<file path="src/rtl/exc_int_sequencer.sv">
// Exception / interrupt / ERET sequencer around CP0.
// Conditions the device interrupt lines into the HWInt vector, picks the
// M-stage victim when CP0 requests entry, and drives flush, handler
// redirect and EXL set/clear controls toward the pipeline and CP0.
module exc_int_sequencer #(
   parameter logic [31:0] HANDLER_PC  = 32'h0000_4180,
   parameter logic [5:0]  EDGE_MASK   = 6'b000000,
   parameter int unsigned SYNC_STAGES = 2,
   parameter int unsigned WAIT_MAX    = 15,
   parameter int unsigned HOLD_CYCLES = 2
) (
   input  logic        clk,
   input  logic        reset,
   input  logic [5:0]  dev_irq,
   input  logic        pend_clr_we,
   input  logic [5:0]  pend_clr_mask,
   output logic [5:0]  hwint,
   input  logic        cp0_int_req,
   input  logic [29:0] cp0_epc,
   input  logic        m_valid,
   input  logic [29:0] m_pc,
   input  logic        m_bd,
   input  logic        m_eret,
   input  logic [4:0]  m_exccode,
   output logic        exl_set,
   output logic        exl_clr,
   output logic [29:0] cp0_pc,
   output logic        cp0_bd,
   output logic        flush,
   output logic        redirect_valid,
   output logic [31:0] redirect_pc,
   output logic [15:0] take_count
);

   localparam int unsigned SS = (SYNC_STAGES < 1) ? 1 : SYNC_STAGES;
   localparam int unsigned WW = $clog2(WAIT_MAX + 2);
   localparam int unsigned HW = $clog2(HOLD_CYCLES + 2);

   localparam logic [1:0] ST_IDLE   = 2'd0;
   localparam logic [1:0] ST_WAIT_M = 2'd1;
   localparam logic [1:0] ST_HOLD   = 2'd2;

   logic [SS-1:0][5:0] sync_q;
   logic [5:0]         sync_prev;
   logic [5:0]         pend;
   logic [5:0]         pend_next;
   logic [5:0]         hwint_q;
   logic [1:0]         state, state_d;
   logic [WW-1:0]      wait_cnt, wait_d;
   logic [HW-1:0]      hold_cnt, hold_d;
   logic [29:0]        last_pc;
   logic [15:0]        take_cnt_q;
   logic               do_take, do_eret, timeout, act;

   // Edge-pending update; a fresh rising edge wins over a coincident clear.
   always_comb begin
      pend_next = ((pend & ~(pend_clr_we ? pend_clr_mask : 6'b000000))
                   | (sync_q[SS-1] & ~sync_prev)) & EDGE_MASK;
   end

   // Synchronizer chain, edge-pending bits and the registered HWInt vector.
   // hwint is loaded from pend_next so edge and level sources share latency.
   always_ff @(posedge clk) begin
      if (reset) begin
         sync_q    <= '0;
         sync_prev <= '0;
         pend      <= '0;
         hwint_q   <= '0;
      end else begin
         sync_q[0] <= dev_irq;
         for (int unsigned i = 1; i < SS; i++) sync_q[i] <= sync_q[i-1];
         sync_prev <= sync_q[SS-1];
         pend      <= pend_next;
         hwint_q   <= pend_next | (~EDGE_MASK & sync_q[SS-1]);
      end
   end

   // Take / ERET decision and next-state logic.
   always_comb begin
      do_take = 1'b0;
      do_eret = 1'b0;
      timeout = 1'b0;
      state_d = state;
      wait_d  = wait_cnt;
      hold_d  = hold_cnt;
      case (state)
         ST_IDLE: begin
            if (cp0_int_req) begin
               if (m_valid || m_exccode != 5'd0) begin
                  do_take = 1'b1;
               end else begin
                  state_d = ST_WAIT_M;
                  wait_d  = '0;
               end
            end else if (m_valid && m_eret) begin
               do_eret = 1'b1;
            end
         end
         ST_WAIT_M: begin
            if (m_valid) begin
               do_take = 1'b1;
            end else if (!cp0_int_req) begin
               state_d = ST_IDLE;
            end else if (wait_cnt == WW'(WAIT_MAX)) begin
               do_take = 1'b1;
               timeout = 1'b1;
            end else begin
               wait_d = wait_cnt + WW'(1);
            end
         end
         ST_HOLD: begin
            if (HOLD_CYCLES <= 1 || hold_cnt == HW'(HOLD_CYCLES - 1)) begin
               state_d = ST_IDLE;
            end else begin
               hold_d = hold_cnt + HW'(1);
            end
         end
         default: state_d = ST_IDLE;
      endcase
      // A zero-length lockout skips HOLD so back-to-back takes are possible.
      if (do_take || do_eret) begin
         state_d = (HOLD_CYCLES == 0) ? ST_IDLE : ST_HOLD;
         hold_d  = '0;
      end
   end

   // FSM state, counters and the last valid M-stage PC.
   always_ff @(posedge clk) begin
      if (reset) begin
         state      <= ST_IDLE;
         wait_cnt   <= '0;
         hold_cnt   <= '0;
         last_pc    <= '0;
         take_cnt_q <= '0;
      end else begin
         state    <= state_d;
         wait_cnt <= wait_d;
         hold_cnt <= hold_d;
         if (m_valid) last_pc <= m_pc;
         if (do_take) take_cnt_q <= take_cnt_q + 16'd1;
      end
   end

   // Mealy outputs, all held at zero while reset is asserted.
   always_comb begin
      act            = !reset;
      flush          = act && (do_take || do_eret);
      redirect_valid = act && (do_take || do_eret);
      exl_set        = act && do_take;
      exl_clr        = act && do_eret;
      cp0_pc         = '0;
      cp0_bd         = 1'b0;
      redirect_pc    = '0;
      if (act && do_take) begin
         cp0_pc      = timeout ? last_pc + 30'd1 : m_pc;
         cp0_bd      = !timeout && m_bd;
         redirect_pc = HANDLER_PC;
      end else if (act && do_eret) begin
         redirect_pc = {cp0_epc, 2'b00};
      end
      hwint      = act ? hwint_q : 6'b000000;
      take_count = act ? take_cnt_q : 16'd0;
   end

endmodule

</file>
<file path="config.mk">
export PLATFORM = sky130hd
export DESIGN_NAME = exc_int_sequencer
export DESIGN_NICKNAME = d
export VERILOG_FILES = /design/src/rtl/exc_int_sequencer.sv
export SDC_FILE = /design/constraint.sdc
export NUM_CORES = 1
export LEC_CHECK = 0
export CAP_MARGIN = 20
export CORE_ASPECT_RATIO = 1.5
export CORE_MARGIN = 3
export CORE_UTILIZATION = 47
export CTS_CLUSTER_SIZE = 16
export DETAILED_ROUTE_END_ITERATION = 10
export PLACE_DENSITY = 0.95
export SLEW_MARGIN = 20
export SYNTH_ARGS = -nofsm -noshare
export SYNTH_HDL_FRONTEND = slang
export SYNTH_SLANG_ARGS = --single-unit
</file>
<file path="constraint.sdc">
create_clock -name clk -period 4.35 [get_ports clk]
set_input_delay 0.6525 -clock clk [delete_from_list [all_inputs] [get_ports clk]]
set_output_delay 0.6525 -clock clk [all_outputs]
set_load 0.05 [all_outputs]
</file>
======== Yosys cells after proc, flatten, opt, wreduce, memory -nomap -nowiden ========
Cells that the tools add are included.
cells by class
  $add $sub $neg .......................... 4
  equal/unequal tests ..................... 16
  mux-type cells .......................... 31
  bitwise operators ....................... 1
  reduce and logical (&&, ||, !) cells .... 17
operator list
  kind                   number
  $mux 32                2
  $mux 30                2
  $add 30x1->30 const B  1
  $mux 5                 5
  $add 16x1->16 const B  1
  $mux 16                1
  $ne 3x3->1 const B     5
  $ne 2x2->1 const B     7
  $mux 2                 6
  $mux 1                 11
  $pmux 5 s2             1
  $reduce_and 5->1       2
  $mux 6                 1
  $pmux 2 s3             1
  $reduce_and 6->1       1
  $add 5x1->5 const B    1
  $eq 5x4->1 const B     1
  $logic_and 1x1->1      5
  $reduce_bool 5->1      1
  $eq 2x1->1 const B     2
  $add 2x1->2 const B    1
  $eq 2x2->1 const B     1
  $logic_not 1->1        2
  $logic_not 2->1        1
  other kinds (6)        7
word-level totals
  flip-flop bits (word level) ............. 73
  input bits .............................. 84
  output and inout bits ................... 89
  word-level logic and storage cells ...... 78

======== Depth between registers and ports, before layout ========
  word-level depth ........................ 8
  mapped depth ............................ 13
  depth with buffers taken out ............ 10

======== Worst setup path before layout ========
Ideal clock, no wire load.
  path kind ............................... flip-flop to output port
  start point ............................. reg wait_cnt[0]
  end point ............................... out cp0_pc[2]
  arrival time ............................ 3,086 ps
  required time ........................... 3,697 ps
  setup slack ............................. 612 ps
  stages on the path, launching flop included .. 11
  buffers on the path ..................... 2
  path through ............................ dfxtp_1 ha_1 and3_1 ha_1 nand2b_2 a22oi_2 or3_1 buf_4 or2_4 buf_6 a211oi_1
between the ends
  word-level cells in the longest chain between the ends .. 7
  elaborated cells on any way between the ends .. 10
  classes of those cells .................. eq/ne (1); mux (8); reduce/logical (1)
ends and longest elaborated chain
  what                                          line      text
  from (decl)                                   49        logic [WW-1:0] wait_cnt, wait_d;
  from (signal assigned)                        137       wait_cnt <= wait_d;
  $eq 5x4->1 (*)                                104       end else if (wait_cnt == WW'(WAIT_MAX)) begin
  $mux 1 (*)                                    104
  $mux 1 (*)                                    102       end else if (!cp0_int_req) begin
  $mux 1                                        100       if (m_valid) begin
  $pmux 1 s2 or $mux 1 (tied branches)          86        case (state)
  $logic_and 1x1->1 or $mux 30 (tied branches)  154, 155
  $mux 30 (*)                                   154       if (act && do_take) begin
  to (decl)                                     27        output logic [29:0] cp0_pc,
Every way passes the cells marked *; elsewhere a longest branch is shown, timed or not.

======== Worst setup path in the final report ========
  start point ............................. reg wait_cnt[0]
  end point ............................... out cp0_pc[29]
Same word-level chain as after synthesis.

==> run_summary.xml <==
<?xml version="1.0" encoding="UTF-8"?>
<metrics>
  <group name="cts">
    <metric name="cts.sink_count" unit="">73</metric>
    <metric name="cts_max_path_buffers" unit="">2</metric>
    <metric name="cts.repair_timing.setup_buffer_count" unit="">0</metric>
    <metric name="clkSlewWorstSetupHoldPaths" unit="ns">0.06</metric>
    <metric name="cts-htree-levels" unit="">3</metric>
    <metric name="clockRootBuffer" unit="">sky130_fd_sc_hd__clkbuf_16</metric>
    <metric name="tritoncts.num_buffers" unit="">9</metric>
    <metric name="cts_hold_repair.buffers" unit="">0</metric>
    <metric name="post_cts_resized" unit="">0</metric>
    <metric name="tritoncts_clock_tree" unit="">done</metric>
    <metric name="clock_insertion_delay_worst_skew" unit="ns">0.32</metric>
  </group>
  <group name="synthesis">
    <metric name="synth_area_per_cell" unit="µm²">8.55</metric>
    <metric name="yosys.cell_count.top_type" unit="">sky130_fd_sc_hd__dfxtp_1</metric>
    <metric name="yosys.area_share.simple" unit="%">29.7</metric>
    <metric name="ys_seq_area_share" unit="%">34.1</metric>
    <metric name="synth-seq-cells" unit="">73</metric>
    <metric name="synth_top_family_by_area" unit="">simple AND/OR/NAND/NOR gates</metric>
    <metric name="synthXorXnorAreaFrac" unit="%">6.94</metric>
    <metric name="synth.cells.most_frequent" unit="">sky130_fd_sc_hd__dfxtp_1, sky130_fd_sc_hd__nor2_1, sky130_fd_sc_hd__nor2b_1, sky130_fd_sc_hd__mux2i_1, sky130_fd_sc_hd__and2_1</metric>
    <metric name="netlist_top_cells_area" unit="">sky130_fd_sc_hd__dfxtp_1, sky130_fd_sc_hd__mux2i_1, sky130_fd_sc_hd__nor2b_1</metric>
    <metric name="netlist-cell-type-count" unit="">52</metric>
    <metric name="synth-edff-count" unit="">0</metric>
    <metric name="synthesis.area" unit="µm²">4290</metric>
    <metric name="yosysTopAreaCellShare" unit="%">34.1</metric>
    <metric name="syn-instance-count" unit="">502</metric>
    <metric name="synth_largest_area_cell" unit="">sky130_fd_sc_hd__dfxtp_1</metric>
    <metric name="synth_mux_area_share" unit="%">8.25</metric>
    <metric name="synthesis.yosys.warnings" unit="">0</metric>
    <metric name="synth_ff_type" unit="">sky130_fd_sc_hd__dfxtp_1</metric>
    <metric name="synth_fa_ha_area_share" unit="%">1.46</metric>
    <metric name="synth_compound_gate_area_share" unit="%">14.3</metric>
    <metric name="proportion_of_register_bits_with_asynchronous_set_or_reset_after_synthesis" unit="%">0</metric>
  </group>
  <group name="sta">
    <metric name="grt_setup_unrepaired" unit="">no</metric>
    <metric name="setup_violations" unit="">0</metric>
    <metric name="slew_headroom" unit="%">48.4</metric>
    <metric name="final-max-slew-violation-count" unit="">0</metric>
    <metric name="timing.fmax" unit="MHz">248</metric>
    <metric name="worst-slew-pin-transition" unit="ns">0.774</metric>
    <metric name="timing.final.crit_period" unit="ns">4.03</metric>
    <metric name="totalNegativeSetupSlack" unit="ns">0</metric>
    <metric name="timing.clock.skew" unit="ns">0.00394</metric>
    <metric name="timing.final.crit_share" unit="%">92.7</metric>
    <metric name="finalHoldViolCount" unit="">0</metric>
  </group>
  <group name="floorplan">
    <metric name="die_h" unit="µm">123</metric>
    <metric name="core-area" unit="µm²">8880</metric>
    <metric name="design.die.area" unit="µm²">10300</metric>
    <metric name="ioPinCount" unit="">173</metric>
    <metric name="initial_core_util" unit="%">48.3</metric>
    <metric name="die_w" unit="µm">84.0</metric>
    <metric name="std_cell_rows" unit="">42</metric>
  </group>
  <group name="setup_path">
    <metric name="worst_r2r_startpoint" unit="">wait_cnt[0]$_SDFFE_PP0P_</metric>
    <metric name="criticalPathCategory" unit="">register to output pin</metric>
    <metric name="critical_path.endpoint_type" unit="">output pin</metric>
    <metric name="critPathArrivalTime" unit="ns">3.38</metric>
    <metric name="worst-endpoint-required" unit="ns">3.70</metric>
    <metric name="critical_path.startpoint_type" unit="">register</metric>
    <metric name="worst_setup_path_startpoint" unit="">wait_cnt[0]$_SDFFE_PP0P_</metric>
    <metric name="worst-path-max-fanout" unit="">22</metric>
  </group>
  <group name="final_layout">
    <metric name="final_design_area_no_fill" unit="µm²">6620</metric>
    <metric name="final_net_count" unit="">737</metric>
    <metric name="filler_cell_count" unit="">590</metric>
    <metric name="share_of_cells_above_drive_strength_1" unit="%">21.4</metric>
    <metric name="antennaDiodeCount" unit="">0</metric>
    <metric name="syn_to_final_growth" unit="%">54.4</metric>
    <metric name="seqCellArea" unit="µm²">1460</metric>
    <metric name="area_of_combinational_cells_with_multiple_inputs" unit="µm²">2610</metric>
  </group>
  <group name="route">
    <metric name="avgViaCountPerCell" unit="">5.35</metric>
    <metric name="drt_pre_antenna_iters" unit="">4</metric>
    <metric name="routed_wire_length_per_instance" unit="µm">15.7</metric>
    <metric name="num_vias" unit="">4085</metric>
    <metric name="postRouteAntennaNets" unit="">0</metric>
    <metric name="detailedRoute.firstIterationViolations" unit="">202</metric>
    <metric name="remaining_drc_errors" unit="">0</metric>
    <metric name="drt_wl_total" unit="mm">12.0</metric>
  </group>
  <group name="worst_hold_path">
    <metric name="hold_path.startpoint" unit="">sync_q[7]$_SDFF_PP0_</metric>
    <metric name="min_path_type" unit="">register to register</metric>
  </group>
  <group name="global_route">
    <metric name="grt_antenna_before_repair" unit="">0</metric>
    <metric name="global_route.overflow_total" unit="">0</metric>
    <metric name="wire_length_of_the_first_global_routing_pass" unit="mm">19.0</metric>
    <metric name="global_route.usage.total" unit="%">22.5</metric>
    <metric name="grt_max_degree" unit="">46</metric>
    <metric name="first_global_vias" unit="">4027</metric>
  </group>
  <group name="pwr">
    <metric name="power_frac_seq" unit="%">39.6</metric>
    <metric name="largest_vdd_supply_drop" unit="µV">238</metric>
    <metric name="pwr-share-clk" unit="%">40.4</metric>
    <metric name="netSwitchingPower" unit="µW">512</metric>
    <metric name="power_leakage" unit="µW">0.00249</metric>
    <metric name="power.density_cell_area" unit="nW/µm²">276</metric>
    <metric name="comb_power_share" unit="%">20.0</metric>
    <metric name="p_int" unit="µW">1320</metric>
    <metric name="switching_share" unit="%">28.0</metric>
  </group>
  <group name="status">
    <metric name="run_status" unit="">finished, final reports clean</metric>
  </group>
  <group name="placement">
    <metric name="dp.final_hpwl" unit="mm">9.14</metric>
    <metric name="place_area" unit="µm²">6320</metric>
    <metric name="numPortBuffers" unit="">163</metric>
    <metric name="finalWeightedCongestion" unit="">0.813</metric>
  </group>
  <group name="run">
    <metric name="cap_viol_max_count" unit="">0</metric>
  </group>
</metrics>
layout make-up:
class                   count  area share, %
clock buffers               9           3.40
well taps                 110           2.08
inverters                   8          0.491
clock inverters             7           1.15
repair buffers            168           31.4
flip-flops and latches     73           22.1
multi-input cells         388           39.4
sequential cells by signal, indices dropped and copies added (netlist names):
register    count
last_pc        30
take_cnt_q     16
sync_q         12
hwint_q         6
wait_cnt        5
hold_cnt        2
state           2
metrics by stage:
stage,utilization (%),setup slack (ns),cells,total power [µW],hold WS [ns]
after floorplan,-,0.612,503,936,0.414
after global placement,71.2,0.541,747,1090,0.415
after detailed placement,71.2,0.473,747,1100,0.420
after CTS,74.6,0.287,763,1840,0.434
after global routing,74.6,0.134,763,1900,0.457
final,74.6,0.317,763,1830,0.434
cells by family (layout without fill, tap and decap cells):
family	after synthesis	count (layout)
AOI/OAI and AO/OA	78	78
adders and majority gates	5	5
and+or+nand+nor	234	234
muxes	35	35
DFF	73	73
other	1	2
xor gates and xnor gates	34	34
buffers and inverters	42	192
routing by layer:
layer  vias up  global-route usage, %  routed length, µm
met5         -                      0                  0
met4         0                   8.25                238
met3        20                   4.53                523
met2       136                   43.7               6760
met1      1913                   23.6               4440
li1       2016                      -                  -
critical path: stages, from the launching register on:
cell and delay (ns):
sky130_fd_sc_hd__dfxtp_1 0.40, sky130_fd_sc_hd__ha_1 0.21, sky130_fd_sc_hd__and3_1 0.18, sky130_fd_sc_hd__ha_1 0.21
sky130_fd_sc_hd__nand2b_2 0.16, sky130_fd_sc_hd__a22oi_2 0.11, sky130_fd_sc_hd__or3_1 0.52, sky130_fd_sc_hd__or2_4 0.37
sky130_fd_sc_hd__inv_4 0.31, sky130_fd_sc_hd__o21ai_0 0.15, sky130_fd_sc_hd__a21oi_1 0.25, sky130_fd_sc_hd__buf_12 0.18
placed cells by master, fill, tap and decap left out, types with 9 or more instances in the layout:
cell | synthesis | routed
sky130_fd_sc_hd__clkdlybuf4s50_1 | 0 | 98
sky130_fd_sc_hd__dfxtp_1 | 73 | 73
sky130_fd_sc_hd__nor2_1 | 64 | 64
sky130_fd_sc_hd__buf_12 | 0 | 46
sky130_fd_sc_hd__nor2b_1 | 41 | 41
sky130_fd_sc_hd__mux2i_1 | 32 | 32
sky130_fd_sc_hd__and2_1 | 27 | 27
sky130_fd_sc_hd__nand2_1 | 26 | 26
sky130_fd_sc_hd__buf_4 | 6 | 22
sky130_fd_sc_hd__xor2_1 | 19 | 19
sky130_fd_sc_hd__o21ai_2 | 19 | 19
sky130_fd_sc_hd__a21oi_2 | 19 | 19
sky130_fd_sc_hd__nand3_1 | 17 | 17
sky130_fd_sc_hd__xnor2_1 | 15 | 15
sky130_fd_sc_hd__nand4_1 | 14 | 14
sky130_fd_sc_hd__a21oi_1 | 13 | 13
sky130_fd_sc_hd__or3_1 | 10 | 10
sky130_fd_sc_hd__o21ai_0 | 10 | 10
sky130_fd_sc_hd__clkbuf_16 | 0 | 9
power by group through the flow:
stage	clock (µW)	sequential, µW	combinational (µW)
CTS	751	723	369
detailed placement	0	738	367
global placement	0	735	357
floorplan	0	730	207
finish	739	724	367
global route	788	728	387
path summary, 6_finish.rpt:
path / endpoint / slack [ns] / cells after the start
max: cp0_pc[29] / 0.32 / 11
min: hwint_q[1]$_SDFF_PP0_ / 0.43 / 1
max reg2reg: take_cnt_q[10]$_SDFFE_PP0N_ / 1.75 / 8
min reg2reg: hwint_q[1]$_SDFF_PP0_ / 0.43 / 1
Power figures use the tool's default switching activity.
